### config.mk
export PLATFORM = sky130hd
export DESIGN_NAME = multicycle_controller
export DESIGN_NICKNAME = d
export VERILOG_FILES = /design/src/rtl/mc_pkg.sv /design/src/rtl/mc_branch_eval.sv /design/src/rtl/multicycle_controller.sv
export SDC_FILE = /design/constraint.sdc
export NUM_CORES = 1
export LEC_CHECK = 0
export BUFFER_PORTS_ARGS = -buffer_cell sky130_fd_sc_hd__buf_2
export CAP_MARGIN = 10
export CORE_MARGIN = 1.5
export CORE_UTILIZATION = 57
export CTS_BUF_LIST = sky130_fd_sc_hd__clkbuf_2 sky130_fd_sc_hd__clkbuf_4 sky130_fd_sc_hd__clkbuf_8
export DETAILED_ROUTE_END_ITERATION = 6
export PLACE_DENSITY = 0.95
export SLEW_MARGIN = 40
export SYNTH_ARGS = -nofsm -noshare
export SYNTH_HDL_FRONTEND = slang
export SYNTH_HIERARCHICAL = 1
export SYNTH_SLANG_ARGS = --single-unit
### constraint.sdc
create_clock -name clk -period 2.8 [get_ports clk]
set_input_delay 0.56 -clock clk [delete_from_list [all_inputs] [get_ports clk]]
set_output_delay 0.56 -clock clk [all_outputs]
set_load 0.02 [all_outputs]
### src/rtl/mc_pkg.sv
// Shared definitions for the RV32I multi-cycle controller: opcodes, FSM states,
// ALU operation encodings, datapath mux selects and the ALU decode helper.
package mc_pkg;

    localparam int OPCODE_W = 7;

    localparam logic [6:0] OP_LOAD   = 7'b0000011;
    localparam logic [6:0] OP_STORE  = 7'b0100011;
    localparam logic [6:0] OP_RTYPE  = 7'b0110011;
    localparam logic [6:0] OP_ITYPE  = 7'b0010011;
    localparam logic [6:0] OP_BRANCH = 7'b1100011;
    localparam logic [6:0] OP_JAL    = 7'b1101111;
    localparam logic [6:0] OP_JALR   = 7'b1100111;
    localparam logic [6:0] OP_LUI    = 7'b0110111;
    localparam logic [6:0] OP_AUIPC  = 7'b0010111;

    localparam logic [2:0] F3_BEQ  = 3'b000;
    localparam logic [2:0] F3_BNE  = 3'b001;
    localparam logic [2:0] F3_BLT  = 3'b100;
    localparam logic [2:0] F3_BGE  = 3'b101;
    localparam logic [2:0] F3_BLTU = 3'b110;
    localparam logic [2:0] F3_BGEU = 3'b111;
    localparam logic [2:0] F3_SR   = 3'b101;

    typedef enum logic [3:0] {
        S_FETCH, S_DECODE, S_MEMADR, S_MEMREAD, S_MEMWB, S_MEMWRITE, S_EXECR,
        S_EXECI, S_LUI, S_AUIPC, S_ALUWB, S_BRANCH, S_JALR, S_JAL, S_TRAP
    } state_t;

    typedef enum logic [3:0] {
        ALU_ADD  = 4'b0000, ALU_SUB = 4'b0001, ALU_AND = 4'b0010, ALU_OR  = 4'b0011,
        ALU_XOR  = 4'b0100, ALU_SLT = 4'b0101, ALU_SLTU = 4'b0110, ALU_SLL = 4'b0111,
        ALU_SRL  = 4'b1000, ALU_SRA = 4'b1001
    } alu_op_t;

    localparam logic [1:0] SRC_A_PC    = 2'b00;
    localparam logic [1:0] SRC_A_OLDPC = 2'b01;
    localparam logic [1:0] SRC_A_RS1   = 2'b10;
    localparam logic [1:0] SRC_A_ZERO  = 2'b11;

    localparam logic [1:0] SRC_B_RS2   = 2'b00;
    localparam logic [1:0] SRC_B_IMM   = 2'b01;
    localparam logic [1:0] SRC_B_FOUR  = 2'b10;

    localparam logic [1:0] RES_ALUOUT    = 2'b00;
    localparam logic [1:0] RES_RDATA     = 2'b01;
    localparam logic [1:0] RES_ALURESULT = 2'b10;

    // alt selects SUB/SRA; the caller decides when funct7b5 is meaningful
    function automatic alu_op_t alu_decode(input logic [2:0] funct3, input logic alt);
        case (funct3)
            3'b000:  return alt ? ALU_SUB : ALU_ADD;
            3'b001:  return ALU_SLL;
            3'b010:  return ALU_SLT;
            3'b011:  return ALU_SLTU;
            3'b100:  return ALU_XOR;
            3'b101:  return alt ? ALU_SRA : ALU_SRL;
            3'b110:  return ALU_OR;
            default: return ALU_AND;
        endcase
    endfunction

endpackage

### src/rtl/mc_branch_eval.sv
// Branch condition evaluation: maps funct3 and the ALU compare flags to a
// taken/not-taken decision. Reserved encodings 010/011 never take.
module mc_branch_eval
    import mc_pkg::*;
(
    input  logic [2:0] funct3,
    input  logic       zero,
    input  logic       lt_s,
    input  logic       lt_u,
    output logic       take
);

    always_comb begin
        take = 1'b0;
        case (funct3)
            F3_BEQ:  take = zero;
            F3_BNE:  take = !zero;
            F3_BLT:  take = lt_s;
            F3_BGE:  take = !lt_s;
            F3_BLTU: take = lt_u;
            F3_BGEU: take = !lt_u;
            default: take = 1'b0;
        endcase
    end

endmodule

### src/rtl/multicycle_controller.sv
// Multi-cycle RV32I sequencer: Moore FSM driving shared ALU/memory selects,
// with a retired-instruction counter. Define MC_ILLEGAL_TRAP_EN for the trap state.
//
// state    | meaning
// FETCH    | read instruction at PC, PC <= PC+4 when memory is ready
// DECODE   | ALUOut <= OldPC+imm (branch/JAL target), dispatch on opcode
// MEMADR   | ALUOut <= rs1+imm
// MEMREAD  | load access at ALUOut, wait for mem_ready
// MEMWB    | write load data to rd
// MEMWRITE | store access at ALUOut, wait for mem_ready
// EXECR    | register-register ALU op
// EXECI    | register-immediate ALU op
// LUI      | 0+imm
// AUIPC    | OldPC+imm
// ALUWB    | write ALUOut to rd
// BRANCH   | compare rs1/rs2, load target into PC if taken
// JALR     | ALUOut <= rs1+imm
// JAL      | PC <= ALUOut, ALUOut <= OldPC+4
// TRAP     | illegal opcode seen, parked until reset
module multicycle_controller
    import mc_pkg::*;
#(
    parameter int CNT_W = 32
) (
    input  logic                clk,
    input  logic                reset,
    input  logic [OPCODE_W-1:0] op,
    input  logic [2:0]          funct3,
    input  logic                funct7b5,
    input  logic                Zero,
    input  logic                LessThanS,
    input  logic                LessThanU,
    input  logic                mem_ready,
    output logic                PCWrite,
    output logic                AdrSrc,
    output logic                MemWrite,
    output logic                IRWrite,
    output logic [1:0]          ResultSrc,
    output logic [1:0]          ALUSrcA,
    output logic [1:0]          ALUSrcB,
    output logic [3:0]          ALUControl,
    output logic                RegWrite,
    output logic [2:0]          LoadType,
    output logic                instr_done,
    output logic [CNT_W-1:0]    instret
`ifdef MC_ILLEGAL_TRAP_EN
    ,
    output logic                illegal_instr
`endif
);

    state_t state, state_next;
    logic   take;

    mc_branch_eval u_branch_eval (
        .funct3 (funct3),
        .zero   (Zero),
        .lt_s   (LessThanS),
        .lt_u   (LessThanU),
        .take   (take)
    );

    always_ff @(posedge clk or posedge reset) begin
        if (reset) state <= S_FETCH;
        else       state <= state_next;
    end

    always_comb begin
        state_next = state;
        PCWrite    = 1'b0;
        AdrSrc     = 1'b0;
        MemWrite   = 1'b0;
        IRWrite    = 1'b0;
        ResultSrc  = RES_ALUOUT;
        ALUSrcA    = SRC_A_PC;
        ALUSrcB    = SRC_B_RS2;
        ALUControl = ALU_ADD;
        RegWrite   = 1'b0;
        LoadType   = 3'b000;
        instr_done = 1'b0;
        case (state)
            S_FETCH: begin
                ALUSrcB   = SRC_B_FOUR;
                ResultSrc = RES_ALURESULT;
                IRWrite   = mem_ready;
                PCWrite   = mem_ready;
                if (mem_ready) state_next = S_DECODE;
            end
            S_DECODE: begin
                ALUSrcA = SRC_A_OLDPC;
                ALUSrcB = SRC_B_IMM;
                case (op)
                    OP_LOAD, OP_STORE: state_next = S_MEMADR;
                    OP_RTYPE:          state_next = S_EXECR;
                    OP_ITYPE:          state_next = S_EXECI;
                    OP_BRANCH:         state_next = S_BRANCH;
                    OP_JAL:            state_next = S_JAL;
                    OP_JALR:           state_next = S_JALR;
                    OP_LUI:            state_next = S_LUI;
                    OP_AUIPC:          state_next = S_AUIPC;
`ifdef MC_ILLEGAL_TRAP_EN
                    default:           state_next = S_TRAP;
`else
                    default:           state_next = S_FETCH;
`endif
                endcase
            end
            S_MEMADR: begin
                ALUSrcA    = SRC_A_RS1;
                ALUSrcB    = SRC_B_IMM;
                state_next = op[5] ? S_MEMWRITE : S_MEMREAD;
            end
            S_MEMREAD: begin
                AdrSrc = 1'b1;
                if (mem_ready) state_next = S_MEMWB;
            end
            S_MEMWB: begin
                ResultSrc  = RES_RDATA;
                RegWrite   = 1'b1;
                LoadType   = funct3;
                instr_done = 1'b1;
                state_next = S_FETCH;
            end
            S_MEMWRITE: begin
                AdrSrc   = 1'b1;
                MemWrite = 1'b1;
                if (mem_ready) begin
                    instr_done = 1'b1;
                    state_next = S_FETCH;
                end
            end
            S_EXECR: begin
                ALUSrcA    = SRC_A_RS1;
                ALUSrcB    = SRC_B_RS2;
                ALUControl = alu_decode(funct3, funct7b5);
                state_next = S_ALUWB;
            end
            S_EXECI: begin
                // bit 30 is part of the immediate except for SRLI/SRAI
                ALUSrcA    = SRC_A_RS1;
                ALUSrcB    = SRC_B_IMM;
                ALUControl = alu_decode(funct3, funct7b5 && (funct3 == F3_SR));
                state_next = S_ALUWB;
            end
            S_LUI: begin
                ALUSrcA    = SRC_A_ZERO;
                ALUSrcB    = SRC_B_IMM;
                state_next = S_ALUWB;
            end
            S_AUIPC: begin
                ALUSrcA    = SRC_A_OLDPC;
                ALUSrcB    = SRC_B_IMM;
                state_next = S_ALUWB;
            end
            S_ALUWB: begin
                RegWrite   = 1'b1;
                instr_done = 1'b1;
                state_next = S_FETCH;
            end
            S_BRANCH: begin
                ALUSrcA    = SRC_A_RS1;
                ALUSrcB    = SRC_B_RS2;
                ALUControl = ALU_SUB;
                PCWrite    = take;
                instr_done = 1'b1;
                state_next = S_FETCH;
            end
            S_JALR: begin
                ALUSrcA    = SRC_A_RS1;
                ALUSrcB    = SRC_B_IMM;
                state_next = S_JAL;
            end
            S_JAL: begin
                ALUSrcA    = SRC_A_OLDPC;
                ALUSrcB    = SRC_B_FOUR;
                PCWrite    = 1'b1;
                state_next = S_ALUWB;
            end
            default: begin
`ifdef MC_ILLEGAL_TRAP_EN
                state_next = S_TRAP;
`else
                state_next = S_FETCH;
`endif
            end
        endcase
    end

    always_ff @(posedge clk or posedge reset) begin
        if (reset)           instret <= '0;
        else if (instr_done) instret <= instret + CNT_W'(1);
    end

`ifdef MC_ILLEGAL_TRAP_EN
    assign illegal_instr = (state == S_TRAP);
`endif

endmodule

* Word level (Yosys, flattened, before mapping)
Index checks and enable logic that the tools add are counted.
** Operators by class
- Add/subtract/negate cells :: 1
- Equal/unequal tests :: 32
- Mux-type cells :: 25
- Reduce and logical (&&, ||, !) cells :: 16
** Operators by type and width (number)
- case mux 4 bit (7 select lines) :: 3
- adder 32 x 1 -> 32 bit (second input constant) :: 1
- case mux 4 bit (8 select lines) :: 1
- == test 4 bit (second input constant) :: 6
- == test 7 x 6 -> 1 bit (second input constant) :: 3
- == test 7 bit (second input constant) :: 3
- == test 4 x 3 -> 1 bit (second input constant) :: 4
- == test 7 x 5 -> 1 bit (second input constant) :: 2
- == test 3 bit (second input constant) :: 4
- two-way mux 4 bit :: 3
- case mux 4 bit (3 select lines) :: 1
- OR reduction 5 bit :: 2
- two-way mux 1 bit :: 9
- == test 4 x 2 -> 1 bit (second input constant) :: 2
- case mux 2 bit (2 select lines) :: 2
- OR reduction 2 bit :: 4
- == test 7 x 2 -> 1 bit (second input constant) :: 1
- == test 3 x 2 -> 1 bit (second input constant) :: 2
- two-way mux 3 bit :: 2
- inequality test 2 bit (second input constant) :: 3
- case mux 1 bit (6 select lines) :: 1
- case mux 2 bit (3 select lines) :: 1
- OR reduction 3 bit :: 2
- OR reduction 6 bit :: 1
- 9 further kinds :: 11
** Word-level totals
- Flip-flop bits (word level) :: 36
- Bits of input ports :: 17
- Output and inout bits :: 51
- Logic and storage cells :: 76

* Logic depth before layout (Yosys ltp)
Gate-level depths: netlist (run 1).
- Depth in word-level cells :: 5
- Depth in mapped cells :: 7

* Cells and area by module
The synthesis (run 1) kept the hierarchy.
** By module, submodules not included
- multicycle_controller :: times used 1, cells an instance 216, area an instance 2093.3 um^2, sequential area each 900.9 um^2
- mc_branch_eval :: times used 1, cells an instance 5, area an instance 40.0 um^2, sequential area each 0.0 um^2

* Worst setup path after synthesis (run 1)
OpenSTA, ideal clock, no wires.
- Kind :: flip-flop to output port
- From :: register state[3]
- To :: output port PCWrite
- Arrival time :: 1.955 ns
- Path slack :: 0.285 ns
- Stages on the path, launching flop included :: 5
- Buffers on the path :: 1
- Cells stage by stage :: dfrtp_1 clkbuf_1 nor4_1 and2_1 o21bai_1
** On the way
- Cells in the longest elaborated chain, start to end :: 2
** Ends and longest elaborated chain
- start, declared :: line multicycle_controller.sv:52 : state_t state, state_next;
- start signal, assigned :: line multicycle_controller.sv:65 : else state <= state_next;
- == test 4 bit or logical NOT 4 bit (tied branches) :: line multicycle_controller.sv:81 : case (state)
- case mux 1 bit (3 select lines) (*) :: line multicycle_controller.sv:81
- end, declared :: line multicycle_controller.sv:34 : output logic PCWrite,
Mark *: on every way between the ends. The rest lies on a longest branch, timed or not.

* Final worst setup path (run 1)
- From :: register state[0]
- To :: output port ALUControl[0]
** On the way
- Cells in the longest elaborated chain, start to end :: 2
** Ends and longest elaborated chain
- == test 4 bit or == test 4 x 3 -> 1 bit (tied branches) :: line multicycle_controller.sv:81
- case mux 4 bit (3 select lines) (*) :: line multicycle_controller.sv:81
- end, declared :: line multicycle_controller.sv:41 : output logic [3:0] ALUControl,
Marks and branches as above.

==> out/results.tsv, run 1 <==
stage	metric	value	unit
setup_path	critical_path_buf_inv_count	1	
setup_path	worstSetupEndpointType	output port	
global_routing	grt_start_max_net_pins	37	
clocking	numCtsBuffers	5	
setup_path	crit_arrival	1.90	ns
synth	netlist_instances	221	
setup_path	crit_type	flip-flop to output port	
die	die_area	0.00412	mm2
clocking	cts.path.max_buffers	2	
global_routing	grt_usage	0.243	
clocking	cts.repair.resized	0	
synth	ys_async_sr_fraction	1.00	
pwr	leakage	1.36	nW
route	vias	1859	
timing	final.setup.tns	0	ns
synth	synth_top_area_share	0.422	
timing	finalSetupViolCount	0	
clocking	post_cts_buffers	0	
clocking	cts_hold_buf	0	
route	ant_nets	0	
timing	min_period	2.46	ns
timing	period_share	0.878	
synth	synth_fp_nets	239	
setup_path	r2r-start	state[0]	
die	num_rows	22	
setup_path	worstPathCellList	or3_1 > a211oi_1 > a22o_1 > buf_2	
flow_run	max-cap-violations	0	
timing	hold_viol	0	
run_status	run_status	finished, final reports clean	
synth	ys_top_cells_by_area	dfrtp_1 (42%), xnor2_1 (7.8%), xor2_1 (6.2%)	
setup_path	crit_slowest_cell	dfrtp_1	
setup_path	crit_required	2.24	ns
die	coreArea	0.00363	mm2
final_layout	num-nets-final	309	
setup_path	cp_max_fo	19	
route	first_pass_iters	4	
final_layout	final_core_util	0.717	
synth	syn_area_per_cell	9.65	um2
setup_path	crit_family	flip-flops	
synth	synth-edff-count	0	
global_routing	first_global_vias	1677	
clocking	tritoncts	built	
route	wl	4670	um
clocking	cts_max_level	2	
synth	synthFlopType	dfrtp_1	
final_layout	syn2layout_area_growth	22.1	%
setup_path	worstSetupStartpointType	flip-flop	
setup_path	cp_slowest_stage_delay	0.56	ns
synth	ys_seq_area_frac	0.422	
route	drc	0	
timing	tightest_slew	0.512	ns
global_routing	overflow	0	
die	die_y	64.2	um
placed_design	place.gp.congestion	0.849	
synth	synth.distinct_cells	46	
timing	rsz0062_at_grt	false	
route	drt_iter0_markers	171	
final_layout	drive_above_1_share	0.308	
pwr	p_per_area	709	mW/mm2
pwr	ir_drop	0.000501	V
global_routing	grt_pass1_wl	7750	um
timing	slew_headroom	0.657	
final_layout	num_antenna_cells	0	
timing	skew	0.0120	ns
placed_design	dp_hpwl	3450	um
route	via_per_inst	5.47	
clocking	cts.sinks	36	
setup_path	crit_path_start	state[0]	
synth	yosys_register_bits	36	
global_routing	antenna_found_initial	0	
clocking	clk_pin_slew	0.07	ns
timing	finalMaxSlewViolations	0	
synth	synth_top_cell_by_area	dfrtp_1	
clocking	worstSkewPairLatency	0.29	ns
die	start_util	0.587	
synth	yosysWarningCount	6	
die	die-width	64.2	um
timing	fmax	407	MHz
route	routedWlPerCell	13.7	um
die	ios	68	
placed_design	port_buffers	67	
synth	syn-cell-area	0.00213	mm2
min_path	hold_class	input pin to async pin	
clocking	cts_root_buf	clkbuf_8	
==> cells in the final DEF, fill, tap and decap left out, types with 2 or more instances in the layout <==
| cell type | synthesis | layout |
|---|---|---|
| nand3_2 | 2 | 2 |
| buf_4 | 1 | 2 |
| nor3b_1 | 2 | 2 |
| nor2_1 | 18 | 18 |
| nor4b_4 | 2 | 2 |
| a22o_1 | 2 | 2 |
| nand2b_1 | 4 | 4 |
| nand2_1 | 25 | 25 |
| mux2i_1 | 5 | 5 |
| xor2_1 | 15 | 15 |
| nor3_2 | 2 | 2 |
| and3_1 | 5 | 5 |
| or3_1 | 2 | 2 |
| and2_1 | 3 | 3 |
| clkbuf_8 | 0 | 5 |
| buf_2 | 1 | 67 |
| o21ai_0 | 7 | 7 |
| and4_1 | 3 | 3 |
| nor4_1 | 2 | 2 |
| xnor2_1 | 19 | 19 |
| nor2b_1 | 5 | 5 |
| clkinv_2 | 0 | 2 |
| nand3_1 | 10 | 10 |
| a21oi_1 | 4 | 4 |
| dfrtp_1 | 36 | 36 |
| nor3_1 | 10 | 10 |
| nand4_1 | 8 | 8 |
| inv_1 | 5 | 5 |
==> layout make-up <==
cell class	count	area [um2]
Clock buffer	5	68.8
Clock inverter	3	18.8
Fill cell	298	1030
Inverter	5	18.8
Multi-Input combinational cell	174	1190
Sequential cell	36	901
Tap cell	48	60.1
Timing Repair Buffer	69	350
==> logic make-up after synthesis <==
family / synth area share
DFF: 0.422
muxes: 0.0287
AOI/OAI and AO/OA: 0.0856
buffers and inverters: 0.0217
xor gates and xnor gates: 0.140
and+or+nand+nor: 0.296
adders and majority gates: 0.00586
==> worst paths after layout <==
kind	end	slack (ns)	cells after the start
worst max-delay path	ALUControl[0]	0.34	4
worst min-delay path	instret[27]	0.34	3
worst max register to register	instret[18]	0.77	6
worst min register to register	instret[5]	0.49	1
max in group asynchronous	instret[4]	2.13	3
min in group clk	instret[5]	0.49	1
==> registers in the layout (all words and copies together), names as in the netlist <==
register / count
instret: 32
state: 4
==> layer usage <==
metal | share of wire | GRT usage | vias up
met5 | 0 | 0 | -
met2 | 0.48 | 0.395 | 53
met3 | 0.050 | 0.0405 | 7
met1 | 0.45 | 0.320 | 880
met4 | 0.014 | 0.109 | 0
li1 | - | - | 919
==> stage by stage <==
step / total power [mW] / hold WS [ns] / instance area [um2] / cells / worst slack [ns]
6_report: 1.85 / 0.344 / 2600 / 340 / 0.342
2_1_floorplan: 1.27 / 0.582 / 2130 / 221 / 0.285
5_1_grt: 1.96 / 0.386 / 2600 / 340 / 0.179
4_1_cts: 1.85 / 0.359 / 2600 / 340 / 0.360
3_5_place_dp: 1.49 / 0.480 / 2520 / 332 / 0.586
3_3_place_gp: 1.47 / 0.455 / 2520 / 332 / 0.637
==> worst reg2reg max path: cells and delay by family (launching register included) <==
family	cells	cell delay (ns)
and+or+nand+nor	3	0.71
DFF	1	0.56
buffers and inverters	1	0.23
AOI/OAI and AO/OA	1	0.26
xor gates and xnor gates	1	0.19
==> synthesized netlist by cell type, types with 2 or more instances <==
| library cell | instances |
|---|---|
| a21oi_1 | 4 |
| a22o_1 | 2 |
| and2_1 | 3 |
| and3_1 | 5 |
| and4_1 | 3 |
| clkbuf_1 | 4 |
| dfrtp_1 | 36 |
| inv_1 | 5 |
| mux2i_1 | 5 |
| nand2_1 | 25 |
| nand2b_1 | 4 |
| nand3_1 | 10 |
| nand3_2 | 2 |
| nand4_1 | 8 |
| nor2_1 | 18 |
| nor2b_1 | 5 |
| nor3_1 | 10 |
| nor3_2 | 2 |
| nor3b_1 | 2 |
| nor4_1 | 2 |
| nor4b_4 | 2 |
| o21ai_0 | 7 |
| or3_1 | 2 |
| xnor2_1 | 19 |
| xor2_1 | 15 |
==> report_power, final <==
group          switching, mW  total, mW  internal (mW)  leakage [nW]
Clock                  0.178      0.351          0.173        0.0479
Combinational          0.473      0.775          0.302         0.827
Sequential             0.142      0.720          0.578         0.481
Total                  0.794       1.85           1.05          1.36
Power figures use the tool's default switching activity.
==> run 2, diff against run 1 <==
==> constraint.sdc (replaced) <==
create_clock -name clk -period 2.8 [get_ports clk]
set_input_delay 0.56 -clock clk [delete_from_list [all_inputs] [get_ports clk]]
set_output_delay 0.56 -clock clk [all_outputs]
set_load 0.01 [all_outputs]
==> out/results.tsv, run 2 (same netlist as run 1, synthesis figures left out) <==
stage	metric	value	unit	change
route	ant_nets	0		unchanged
global_routing	grt_usage	0.230		-0.0126
route	wl	4500	um	-3.6%
timing	min_period	2.42	ns	-0.0352 ns
setup_path	crit_path_end	ALUSrcA[1]		
clocking	cts.sinks	36		unchanged
setup_path	rrSetupSlack	0.75	ns	-0.02 ns
die	die_y	64.2	um	unchanged
timing	finalMaxSlewViolations	0		unchanged
final_layout	num-nets-final	309		unchanged
setup_path	crit_required	2.24	ns	about the same
min_path	hold_class	input pin to async pin		
route	via_per_inst	5.47		unchanged
setup_path	crit_path_start	state[1]		
setup_path	crit_slowest_cell	dfrtp_1		
clocking	cts.path.max_buffers	2		unchanged
timing	hold_viol	0		unchanged
timing	finalSetupViolCount	0		unchanged
global_routing	grt_start_max_net_pins	37		unchanged
clocking	cts_root_buf	clkbuf_8		
route	drt_iter0_markers	140		-18%
timing	tightest_slew	0.489	ns	-0.0226 ns
pwr	p_total	1.84	mW	-0.41%
die	die-width	64.2	um	unchanged
clocking	worstSkewPairLatency	0.28	ns	about the same
setup_path	rr_endpoint	instret[24]		
timing	slew_headroom	0.672		+0.0152
route	first_pass_iters	4		unchanged
setup_path	r2r_cells	6		unchanged
route	routedWlPerCell	13.2	um	-3.6%
pwr	netSwitchingPower	0.687	mW	-13%
clocking	cts.repair.resized	0		unchanged
global_routing	first_global_vias	1643		-2.0%
setup_path	cp_max_fo	14		-5
route	drc	0		unchanged
pwr	switching_share	0.374		-0.0562
final_layout	syn2layout_area_growth	23.2	%	
final_layout	final_cell_mix	buf_2 (67), dfrtp_1 (36), nand2_1 (25), xnor2_1 (19), nor2_1 (18)		
setup_path	cp_slowest_stage_delay	0.64	ns	+0.08 ns
timing	fmax	413	MHz	+1.5%
clocking	post_cts_buffers	0		unchanged
route	vias	1859		unchanged
clocking	tritoncts	built		
clocking	cts_hold_buf	0		unchanged
pwr	seq_power_share	0.392		+0.002
setup_path	crit_type	flip-flop to output port		
pwr	leakage	1.37	nW	+0.79%
global_routing	grt_pass1_wl	7510	um	-3.1%
placed_design	dp_hpwl	3440	um	-0.48%
timing	final.setup.tns	0	ns	unchanged
pwr	ir_drop	0.000610	V	+22%
clocking	cts_max_level	2		unchanged
final_layout	largest_reg_flops	32		unchanged
setup_path	worstSetupStartpointType	flip-flop		
timing	skew	0.00650	ns	-0.00550 ns
flow_run	max-cap-violations	0		unchanged
global_routing	overflow	0		unchanged
timing	period_share	0.865		-0.0126
run_status	run_status	finished, final reports clean		
final_layout	largest_registers	instret: 32 flops, state: 4 flops		
final_layout	drive_above_1_share	0.308		unchanged
placed_design	port_buffers	67		unchanged
placed_design	place.gp.congestion	0.833		-1.9%
pwr	p_per_area	700	mW/mm2	-1.3%
setup_path	crit_arrival	1.86	ns	-0.04 ns
setup_path	worstPathCellList	inv_1 > nor2_1 > a21oi_1 > o21ai_0 > buf_2		
placed_design	dp_cells	332		unchanged
global_routing	antenna_found_initial	0		unchanged
pwr	pwr-share-comb	0.364		-0.056
die	start_util	0.587		unchanged
setup_path	worstSetupEndpointType	output port		
final_layout	num_antenna_cells	0		unchanged
die	ios	68		unchanged
pwr	clock_power_share	0.244		+0.054
clocking	clk_pin_slew	0.07	ns	about the same
final_layout	regMostFlops	instret		
die	num_rows	22		unchanged
clocking	numCtsBuffers	5		unchanged
die	die_area	0.00412	mm2	unchanged
timing	rsz0062_at_grt	false		
die	coreArea	0.00363	mm2	unchanged
final_layout	fin_cells	340		unchanged
pwr	p_int	1.15	mW	+9.4%
setup_path	r2r-start	state[0]		
final_layout	final_common_cell	buf_2		
==> run 2: layer usage <==
layer / part of all wire / track usage / routed length, um
met1: 0.45 / 0.302 / 2040
met2: 0.48 / 0.388 / 2170
met3: 0.054 / 0.0405 / 245
met4: 0.010 / 0.0745 / 47
met5: 0 / 0 / 0
==> run 2: how the worst min path moves through the flow <==
stage / slack, ns / startpoint / to
after detailed placement: 0.46 / instret[31] / instret[31]
after CTS: 0.38 / reset / instret[27]
after floorplan: 0.51 / instret[31] / instret[31]
final: 0.37 / reset / instret[27]
after global routing: 0.41 / reset / instret[27]
after global placement: 0.46 / instret[31] / instret[31]
==> run 2: through the flow <==
step	area, um2	setup slack (ns)	hold slack (ns)	util
detailed placement	2520	0.657	0.463	0.692
floorplan	2130	0.742	0.507	-
CTS	2630	0.430	0.383	0.723
global placement	2520	0.672	0.457	0.692
global route	2630	0.229	0.410	0.723
finish	2630	0.377	0.367	0.723
==> run 2: power by group through the flow <==
| stage | Sequential [mW] | Clock (mW) | Combinational (mW) |
|---|---|---|---|
| global route | 0.736 | 0.475 | 0.739 |
| finish | 0.720 | 0.449 | 0.670 |
| floorplan | 0.663 | 0 | 0.501 |
| global placement | 0.723 | 0 | 0.650 |
| detailed placement | 0.727 | 0 | 0.669 |
| CTS | 0.718 | 0.452 | 0.671 |
==> run 2: worst max-delay path, delay by kind of cell, from the launching register on <==
family	cells	cell delay, ns
flip-flops	1	0.64
buffers and inverters	2	0.36
AND/OR/NAND/NOR	1	0.29
AO/OA/AOI/OAI	2	0.28
==> run 2: final cells by class <==
class	count	area, um2
clock buffer	6	76.3
clock inverter	2	35.0
fill	273	1010
inverter	5	18.8
multi-input combinational	174	1190
sequential	36	901
tap	48	60.1
timing repair buffer	69	350
==> run 3, diff against run 2 <==
--- a/config.mk
+++ b/config.mk
@@ -5,7 +5,7 @@
 export SDC_FILE = /design/constraint.sdc
 export NUM_CORES = 1
 export LEC_CHECK = 0
-export BUFFER_PORTS_ARGS = -buffer_cell sky130_fd_sc_hd__buf_2
+export BUFFER_PORTS_ARGS = -buffer_cell sky130_fd_sc_hd__clkbuf_2
 export CAP_MARGIN = 10
 export CORE_MARGIN = 1.5
 export CORE_UTILIZATION = 57
==> out/results.tsv, run 3 (same netlist as run 1, synthesis figures left out) <==
stage	metric	value	unit	change
timing	min_period	2.45	ns	+0.0283 ns
pwr	p_total	1.89	mW	+2.6%
clocking	worstSkewPairLatency	0.29	ns	about the same
timing	hold_viol	0		unchanged
final_layout	final_common_cell	clkbuf_2		
route	drt_iter0_markers	163		+16%
setup_path	cp_max_fo	14		unchanged
pwr	ir_drop	0.000506	V	-17%
clocking	cts_max_level	2		unchanged
clocking	cts_hold_buf	0		unchanged
placed_design	pre_cts_ws	0.653	ns	-0.00462 ns
clocking	cts_root_buf	clkbuf_8		
final_layout	final_cell_mix	clkbuf_2 (67), dfrtp_1 (36), nand2_1 (25), xnor2_1 (19), nor2_1 (18)		
placed_design	dp_hpwl	3420	um	-0.65%
route	routedWlPerCell	13.5	um	+1.9%
final_layout	syn2layout_area_growth	23.9	%	
timing	fmax	408	MHz	-1.2%
placed_design	place.gp.congestion	0.829		-0.50%
final_layout	fin_cells	340		unchanged
die	ios	68		unchanged
pwr	leakage	1.34	nW	-1.8%
placed_design	dp_cells	332		unchanged
min_path	hold_class	input pin to async pin		
setup_path	crit_arrival	1.89	ns	+0.03 ns
placed_design	port_buffers	67		unchanged
final_layout	num_antenna_cells	0		unchanged
final_layout	largest_reg_flops	32		unchanged
die	die_area	0.00412	mm2	unchanged
global_routing	first_global_vias	1771		+7.8%
setup_path	worstSetupStartpointType	flip-flop		
setup_path	crit_required	2.24	ns	about the same
die	num_rows	22		unchanged
global_routing	grt_start_max_net_pins	37		unchanged
global_routing	grt_pass1_wl	7830	um	+4.3%
timing	period_share	0.875		+0.0101
die	die_y	64.2	um	unchanged
route	wl	4590	um	+1.9%
route	ant_nets	0		unchanged
timing	finalSetupViolCount	0		unchanged
timing	finalMaxSlewViolations	0		unchanged
flow_run	max-cap-violations	0		unchanged
clocking	clk_pin_slew	0.07	ns	about the same
timing	tightest_slew	0.518	ns	+0.0287 ns
setup_path	worstSetupEndpointType	output port		
clocking	post_cts_buffers	0		unchanged
timing	rsz0062_at_grt	false		
clocking	cts.path.max_buffers	2		unchanged
global_routing	grt_usage	0.240		+0.00904
timing	final.setup.tns	0	ns	unchanged
die	die-width	64.2	um	unchanged
timing	finalWorstSetupSlack	0.349	ns	-0.0283 ns
route	vias	1875		+0.86%
final_layout	final_core_util	0.727		+0.00413
timing	skew	0.00293	ns	-0.00356 ns
route	first_pass_iters	4		unchanged
clocking	cts.sinks	36		unchanged
final_layout	num-nets-final	309		unchanged
final_layout	drive_above_1_share	0.308		unchanged
route	via_per_inst	5.51		+0.86%
pwr	p_per_area	714	mW/mm2	+2.1%
final_layout	fillers	274		+0.37%
final_layout	largest_registers	instret: 32 flops, state: 4 flops		
global_routing	overflow	0		unchanged
route	drc	0		unchanged
clocking	tritoncts	built		
setup_path	crit_type	flip-flop to output port		
final_layout	regMostFlops	instret		
timing	slew_headroom	0.655		-0.0178
die	coreArea	0.00363	mm2	unchanged
run_status	run_status	finished, final reports clean		
global_routing	antenna_found_initial	0		unchanged
die	start_util	0.587		unchanged
clocking	cts.repair.resized	0		unchanged
clocking	numCtsBuffers	5		unchanged
run 3: changes by cell type in the layout (fill, tap and decap cells not counted):
cell | before | now
buf_2 | 67 | 0
clkbuf_8 | 5 | 7
clkinv_2 | 1 | 0
clkbuf_2 | 0 | 67
clkbuf_4 | 1 | 0
run 3: worst paths after layout:
| path | cells past startpoint | to | start | slack, ns |
|---|---|---|---|---|
| min in group clk | 1 | instret[31] | instret[31] | 0.47 |
| setup reg to reg | 6 | instret[29] | state[0] | 0.69 |
| setup / recovery | 5 | ALUSrcA[1] | state[1] | 0.35 |
| max in group asynchronous | 3 | instret[6] | reset | 2.16 |
| hold reg to reg | 1 | instret[31] | instret[31] | 0.47 |
| hold / removal | 3 | instret[27] | reset | 0.34 |
run 3: power breakdown:
group	switching, mW	internal, mW	leakage, nW
clock network	0.172	0.314	0.0645
logic	0.377	0.298	0.796
registers	0.149	0.578	0.481
run 3: final cells by class:
type,count,area [um2],area share
Multi-Input combinational cell,174,1190,0.449
Sequential cell,36,901,0.341
Timing Repair Buffer,69,350,0.133
Clock buffer,7,96.3,0.0365
Tap cell,48,60.1,0.0227
Clock inverter,1,30.0,0.0114
Inverter,5,18.8,0.00710
run 3: critical path, cell delays in order, from the launching register on:
cell	delay, ns
dfrtp_1	0.65
inv_1	0.20
nor2_1	0.29
a21oi_1	0.11
o21ai_0	0.19
clkbuf_2	0.16
run 3: metrics by stage:
| stage | hold WS (ns) | area (um2) |
|---|---|---|
| final | 0.339 | 2640 |
| after global routing | 0.377 | 2640 |
| after CTS | 0.350 | 2640 |
| after detailed placement | 0.468 | 2520 |
| after global placement | 0.461 | 2520 |
| after floorplan | 0.507 | 2130 |
run 3: per-layer routing:
layer / GRT usage / vias to the layer above / wire length [um] / part of all wire
li1: - / 914 / - / -
met1: 0.306 / 888 / 2030 / 0.44
met2: 0.405 / 68 / 2260 / 0.49
met3: 0.0475 / 5 / 238 / 0.052
met4: 0.0851 / 0 / 55 / 0.012
met5: 0 / - / 0 / 0
